## config.mk

```make
export PLATFORM = sky130hd
export DESIGN_NAME = demux_1to4_tdm_flat
export DESIGN_NICKNAME = d
export VERILOG_FILES = /design/src/rtl/demux_tdm_pkg.sv /design/src/rtl/demux_1to4_tdm_if.sv /design/src/rtl/tdm_slot_fsm.sv /design/src/rtl/demux_1to4_tdm.sv /design/src/flat_wrapper.sv
export SDC_FILE = /design/constraint.sdc
export NUM_CORES = 1
export LEC_CHECK = 0
export ABC_AREA = 0
export CAP_MARGIN = 40
export CORE_MARGIN = 3
export CORE_UTILIZATION = 48
export CTS_BUF_LIST = sky130_fd_sc_hd__clkbuf_4 sky130_fd_sc_hd__clkbuf_8 sky130_fd_sc_hd__clkbuf_16
export CTS_CLUSTER_DIAMETER = 30
export DETAILED_ROUTE_END_ITERATION = 10
export HOLD_SLACK_MARGIN = 0.06
export PLACE_DENSITY_LB_ADDON = 0.12
export SETUP_SLACK_MARGIN = 0.2
export SYNTH_ARGS = -nofsm -noshare
export SYNTH_HDL_FRONTEND = slang
export SYNTH_SLANG_ARGS = --single-unit
```

## constraint.sdc

```tcl
create_clock -name clk -period 5.25 [get_ports clk]
set_clock_uncertainty 0.15 [all_clocks]
set_input_delay 1.05 -clock clk [delete_from_list [all_inputs] [get_ports clk]]
set_output_delay 1.05 -clock clk [all_outputs]
set_load 0.05 [all_outputs]
```

## src/rtl/demux_tdm_pkg.sv

```systemverilog
// demux_tdm_pkg: shared types and constants for the 1-to-4 TDM demultiplexer.
// Holds the HUNT/LOCKED state enum, the slot count and the 2-bit slot index type.
package demux_tdm_pkg;
    typedef enum logic {
        HUNT   = 1'b0,
        LOCKED = 1'b1
    } state_t;
    localparam int NUM_SLOTS = 4;
    typedef logic [1:0] slot_t;
    localparam slot_t LAST_SLOT = slot_t'(NUM_SLOTS - 1);
endpackage

```

## src/rtl/demux_1to4_tdm_if.sv

```systemverilog
// demux_1to4_tdm_if: TDM sample input and frame output bundle.
// master: drives din/din_valid/frame_sync and observes the results.
// slave : the demultiplexer; receives samples and drives dout, frame_valid, slot,
//         locked, sync_err and frame_cnt.
interface demux_1to4_tdm_if #(
    parameter int WIDTH = 1
);
    import demux_tdm_pkg::*;
    logic [WIDTH-1:0]   din;
    logic               din_valid;
    logic               frame_sync;
    logic [4*WIDTH-1:0] dout;
    logic               frame_valid;
    slot_t              slot;
    logic               locked;
    logic               sync_err;
    logic [7:0]         frame_cnt;
    modport master (
        output din, din_valid, frame_sync,
        input  dout, frame_valid, slot, locked, sync_err, frame_cnt
    );
    modport slave (
        input  din, din_valid, frame_sync,
        output dout, frame_valid, slot, locked, sync_err, frame_cnt
    );
endinterface

```

## src/rtl/tdm_slot_fsm.sv

```systemverilog
// tdm_slot_fsm: HUNT/LOCKED framing FSM and slot counter for the TDM demux.
// Ports: clk, rst_n (async, active-low); beat (din_valid), frame_sync in;
//        slot, locked, sync_err registered out; wr_en/wr_lane tell the datapath
//        which shadow lane takes din this cycle; frame_done marks the slot-3 beat.
module tdm_slot_fsm
    import demux_tdm_pkg::*;
(
    input  logic  clk,
    input  logic  rst_n,
    input  logic  beat,
    input  logic  frame_sync,
    output slot_t slot,
    output logic  locked,
    output logic  sync_err,
    output logic  wr_en,
    output slot_t wr_lane,
    output logic  frame_done
);
    state_t state_q, state_d;
    slot_t  slot_q, slot_d;
    logic   sync_err_q, sync_err_d;

    always_ff @(posedge clk or negedge rst_n) begin
        if (!rst_n) begin
            state_q    <= HUNT;
            slot_q     <= '0;
            sync_err_q <= 1'b0;
        end else begin
            state_q    <= state_d;
            slot_q     <= slot_d;
            sync_err_q <= sync_err_d;
        end
    end

    always_comb begin
        state_d    = state_q;
        slot_d     = slot_q;
        sync_err_d = 1'b0;
        wr_en      = 1'b0;
        wr_lane    = slot_q;
        frame_done = 1'b0;
        if (beat) begin
            if (frame_sync) begin
                // A sync beat always restarts at lane 0; it is only an error
                // when it cuts a locked frame short.
                sync_err_d = (state_q == LOCKED) && (slot_q != '0);
                state_d    = LOCKED;
                slot_d     = slot_t'(1);
                wr_en      = 1'b1;
                wr_lane    = '0;
            end else if (state_q == LOCKED) begin
                if (slot_q == '0) begin
                    sync_err_d = 1'b1;
                    state_d    = HUNT;
                end else begin
                    wr_en      = 1'b1;
                    frame_done = slot_q == LAST_SLOT;
                    slot_d     = slot_q + 1'b1;
                end
            end
        end
    end

    assign slot     = slot_q;
    assign locked   = state_q == LOCKED;
    assign sync_err = sync_err_q;
endmodule

```

## src/rtl/demux_1to4_tdm.sv

```systemverilog
// demux_1to4_tdm: 1-to-4 TDM demultiplexer with frame-sync lock tracking.
// Ports: clk, rst_n (async, active-low), bus (demux_1to4_tdm_if.slave) carrying
//        din/din_valid/frame_sync in and dout/frame_valid/slot/locked/sync_err/
//        frame_cnt out. Lanes 0..2 collect in shadow registers; dout is loaded
//        with all four lanes at once on the slot-3 beat.
module demux_1to4_tdm
    import demux_tdm_pkg::*;
#(
    parameter int WIDTH = 1
) (
    input  logic              clk,
    input  logic              rst_n,
    demux_1to4_tdm_if.slave   bus
);
    logic [WIDTH-1:0]   shadow_q [NUM_SLOTS-1];
    logic [WIDTH-1:0]   shadow_d [NUM_SLOTS-1];
    logic [4*WIDTH-1:0] dout_q, dout_d;
    logic               frame_valid_q, frame_valid_d;
    logic [7:0]         frame_cnt_q, frame_cnt_d;
    logic               wr_en, frame_done;
    slot_t              wr_lane;

    tdm_slot_fsm u_fsm (
        .clk        (clk),
        .rst_n      (rst_n),
        .beat       (bus.din_valid),
        .frame_sync (bus.frame_sync),
        .slot       (bus.slot),
        .locked     (bus.locked),
        .sync_err   (bus.sync_err),
        .wr_en      (wr_en),
        .wr_lane    (wr_lane),
        .frame_done (frame_done)
    );

    always_ff @(posedge clk or negedge rst_n) begin
        if (!rst_n) begin
            shadow_q      <= '{default: '0};
            dout_q        <= '0;
            frame_valid_q <= 1'b0;
            frame_cnt_q   <= '0;
        end else begin
            shadow_q      <= shadow_d;
            dout_q        <= dout_d;
            frame_valid_q <= frame_valid_d;
            frame_cnt_q   <= frame_cnt_d;
        end
    end

    always_comb begin
        shadow_d = shadow_q;
        for (int i = 0; i < NUM_SLOTS - 1; i++)
            if (wr_en && wr_lane == slot_t'(i)) shadow_d[i] = bus.din;
        // The slot-3 sample bypasses the shadow straight into dout.
        dout_d        = frame_done ? {bus.din, shadow_q[2], shadow_q[1], shadow_q[0]} : dout_q;
        frame_valid_d = frame_done;
        frame_cnt_d   = frame_done ? frame_cnt_q + 8'd1 : frame_cnt_q;
    end

    assign bus.dout        = dout_q;
    assign bus.frame_valid = frame_valid_q;
    assign bus.frame_cnt   = frame_cnt_q;
endmodule

```

## src/flat_wrapper.sv

```systemverilog
// flat-port wrapper written by rule: the top's interface ports become plain ports
module demux_1to4_tdm_flat import demux_tdm_pkg::*;
#(
    parameter int WIDTH = 1
)
  (clk, rst_n, bus_din, bus_din_valid, bus_frame_sync, bus_dout, bus_frame_valid, bus_slot, bus_locked, bus_sync_err, bus_frame_cnt);
  demux_1to4_tdm_if #(.WIDTH(WIDTH)) bus_i ();
  input  logic clk;
  input  logic rst_n;
  input wire logic [$bits(bus_i.din)-1:0] bus_din;
  input wire logic [$bits(bus_i.din_valid)-1:0] bus_din_valid;
  input wire logic [$bits(bus_i.frame_sync)-1:0] bus_frame_sync;
  output wire logic [$bits(bus_i.dout)-1:0] bus_dout;
  output wire logic [$bits(bus_i.frame_valid)-1:0] bus_frame_valid;
  output wire logic [$bits(bus_i.slot)-1:0] bus_slot;
  output wire logic [$bits(bus_i.locked)-1:0] bus_locked;
  output wire logic [$bits(bus_i.sync_err)-1:0] bus_sync_err;
  output wire logic [$bits(bus_i.frame_cnt)-1:0] bus_frame_cnt;
  assign bus_i.din = bus_din;
  assign bus_i.din_valid = bus_din_valid;
  assign bus_i.frame_sync = bus_frame_sync;
  assign bus_dout = bus_i.dout;
  assign bus_frame_valid = bus_i.frame_valid;
  assign bus_slot = bus_i.slot;
  assign bus_locked = bus_i.locked;
  assign bus_sync_err = bus_i.sync_err;
  assign bus_frame_cnt = bus_i.frame_cnt;
  demux_1to4_tdm #(.WIDTH(WIDTH)) u_core (.clk(clk), .rst_n(rst_n), .bus(bus_i));
endmodule
```

==> metrics.txt <==
maximum VDD drop 293 uV; Leak 0.595 nW; final HPWL from detailed placement 1230 um; post-route minimum period 2850 ps; width of the die 49.9 um; Post-Synth Simple-Gate Area 22.4%; Buf/Inv on CP 1; Setup TNS 0 ps; synthesized cell area 926 um^2; Adder-Cell Fraction of Synth Area 4.05%; CP Cell Sequence clkdlybuf4s50_1; status finished, final reports clean; Total Nets Final 112; cell taking the most area after synthesis dfrtp_1; Port Buffers 21; initial DRC count 11; chip height 49.9 um; Post-DP Area 0.00116 mm^2; Starting Density 51.9%; unrepaired setup endpoints after global routing false; root buf cell clkbuf_4; dpl cells 124; synth unique cells 28; clock buffer count from CTS 3; FMAX 351 MHz; register area share after synthesis 54.1%; Pre-antenna DRT Iters 6; CP max-delay cell clkdlybuf4s50_1; Cells after Synth 79; ranking of synthesized cells by area dfrtp_1 (54%), nand2_1 (7.7%), xor2_1 (4.7%), ha_1 (4.1%), mux2_2 (3.6%); die area 0.00249 mm^2; period utilization 54.2%; Finished Layout Cells 128; H-tree depth 1; CP required 4050 ps; largest family of logic cells by synthesized area simple AND/OR/NAND/NOR gates; final setup violation count 0; Via-to-Cell Ratio 4.91; DRC Markers 0; ratio of cells with drive above 1 in the final layout 13.6%; Synth warnings 0; syn avg cell area 11.7 um^2; antenna violations before repair 0; HP Class reg2reg; mux contribution to synthesized area 4.73%; flop and latch count out of synthesis 20; via count 628; Clk pin slew, worst setup/hold paths 110 ps; # rows 15; Resized Gates After CTS 0; pre-CTS setup slack 2520 ps; Worst path max stage delay 860 ps; Routed Antenna Nets 0; CP startpoint kind flip-flop; Post-synth EDFFs 0; CP delay by family, top buffers and inverters; core area 0.00178 mm^2; pin count of the biggest net entering global routing 14; Skew-Pair Late Insertion Delay 290 ps; Area Growth Syn to Fin 31.4%; routed length per instance 12.4 um; Synth Flop Type dfrtp_1; grt total ovfl 0; post-synthesis xor/xnor area fraction 7.57%; max-cap violation count 0; CP arrival 1650 ps; global placer's final weighted congestion 0.762; Async SR Flop Fraction 100%; Routed WL 1590 um; P per Cell Area 550 mW/mm^2; Pins Over Slew Limit 0; post-synthesis net count 87; Max transition margin 65.3%; n_diodes 0; maximum clock path buffer count 2; Crit. End Element output pin; first-pass GRT wire length 2820 um; Final Hold Fails 0; Worst Path Max Fanout 8; setup ws final 2400 ps; most frequent cells in the layout clkdlybuf4s50_1 (21), dfrtp_1 (20), nand2_1 (19), xor2_1 (5), nand3_1 (4); design area 0.00122 mm^2; post-synth top area share 54.1%; commonest non-fill, non-tap cell in the layout clkdlybuf4s50_1; kind of critical path reg2out; compound-cell area share of the yosys netlist 3.92%; IO Count 22; postcts setup bufs 0; vias in the first global route 632; hold buffers post-CTS 0; CTS tree built; Pwr Total 0.000669 W; slew at the pin closest to its max-slew limit 518 ps; Num Clock Sinks 20; GRT Total Usage 14.4%
[Yosys cell counts, types with 2 or more instances]
| library cell | n |
|---|---|
| dfrtp_1 | 20 |
| nand2_1 | 19 |
| xor2_1 | 5 |
| nand3_1 | 4 |
| ha_1 | 3 |
| mux2_2 | 3 |
| xnor2_1 | 3 |
| inv_1 | 2 |
[sequential cells by signal, indices dropped and copies added (netlist names)]
name                    cells
u_core.bus.frame_valid      1
u_core.u_fsm.slot           2
u_core.bus.frame_cnt        8
u_core.shadow_q             3
u_core.u_fsm.sync_err       1
u_core.bus.dout             4
u_core.u_fsm.locked         1
[worst paths after layout]
| check | endpoint | startpoint | cells after the start | slack (ps) |
|---|---|---|---|---|
| min | u_core.bus.frame_cnt[7] | u_core.bus.frame_cnt[7] | 1 | 330 |
| max in group asynchronous | u_core.shadow_q[2] | rst_n | 2 | 3640 |
| min in group asynchronous | u_core.bus.dout[2] | rst_n | 1 | 890 |
| max reg2reg | u_core.shadow_q[1] | u_core.u_fsm.slot[0] | 5 | 3430 |
| min reg2reg | u_core.bus.frame_cnt[7] | u_core.bus.frame_cnt[7] | 1 | 330 |
| max | bus_locked | u_core.u_fsm.locked | 1 | 2400 |
[kinds of logic (layout without fill, tap and decap cells)]
kind of cell	after synthesis	in the layout
and+or+nand+nor	34	34
AOI/OAI and AO/OA	5	5
buffers and inverters	5	29
xor gates and xnor gates	8	8
DFF	20	20
muxes	4	4
adders and majority gates	3	3
[cell type report]
class	instances	area, um^2
flip-flops and latches	20	500
clock buffers	3	22.5
fillers	135	567
inverters	3	11.3
repair buffers	22	225
clock inverters	1	30.0
well taps	25	31.3
multi-input cells	54	395
[metal layers]
metal	share of wire, %	wire [um]	vias to the layer above	global-route usage (%)
li1	-	-	317	-
met1	48	757	296	20.8
met2	48	767	15	22.5
met3	3.8	61	0	3.63
met4	0	0	0	1.38
met5	0	0	-	0
[power by group]
part	internal, W	leakage [nW]	switching, W	total [W]
registers	0.000198	0.258	0.0000434	0.000241
logic	0.000115	0.310	0.000190	0.000305
clock network	0.0000771	0.0279	0.0000456	0.000123
[per-stage QoR]
stage	util (%)	hold WS [ps]
6_report	68.2	329
5_1_grt	68.2	356
4_1_cts	68.2	328
3_5_place_dp	65.3	302
3_3_place_gp	64.4	308
2_1_floorplan	-	283
Note: power is estimated with default switching activity, not from simulation.
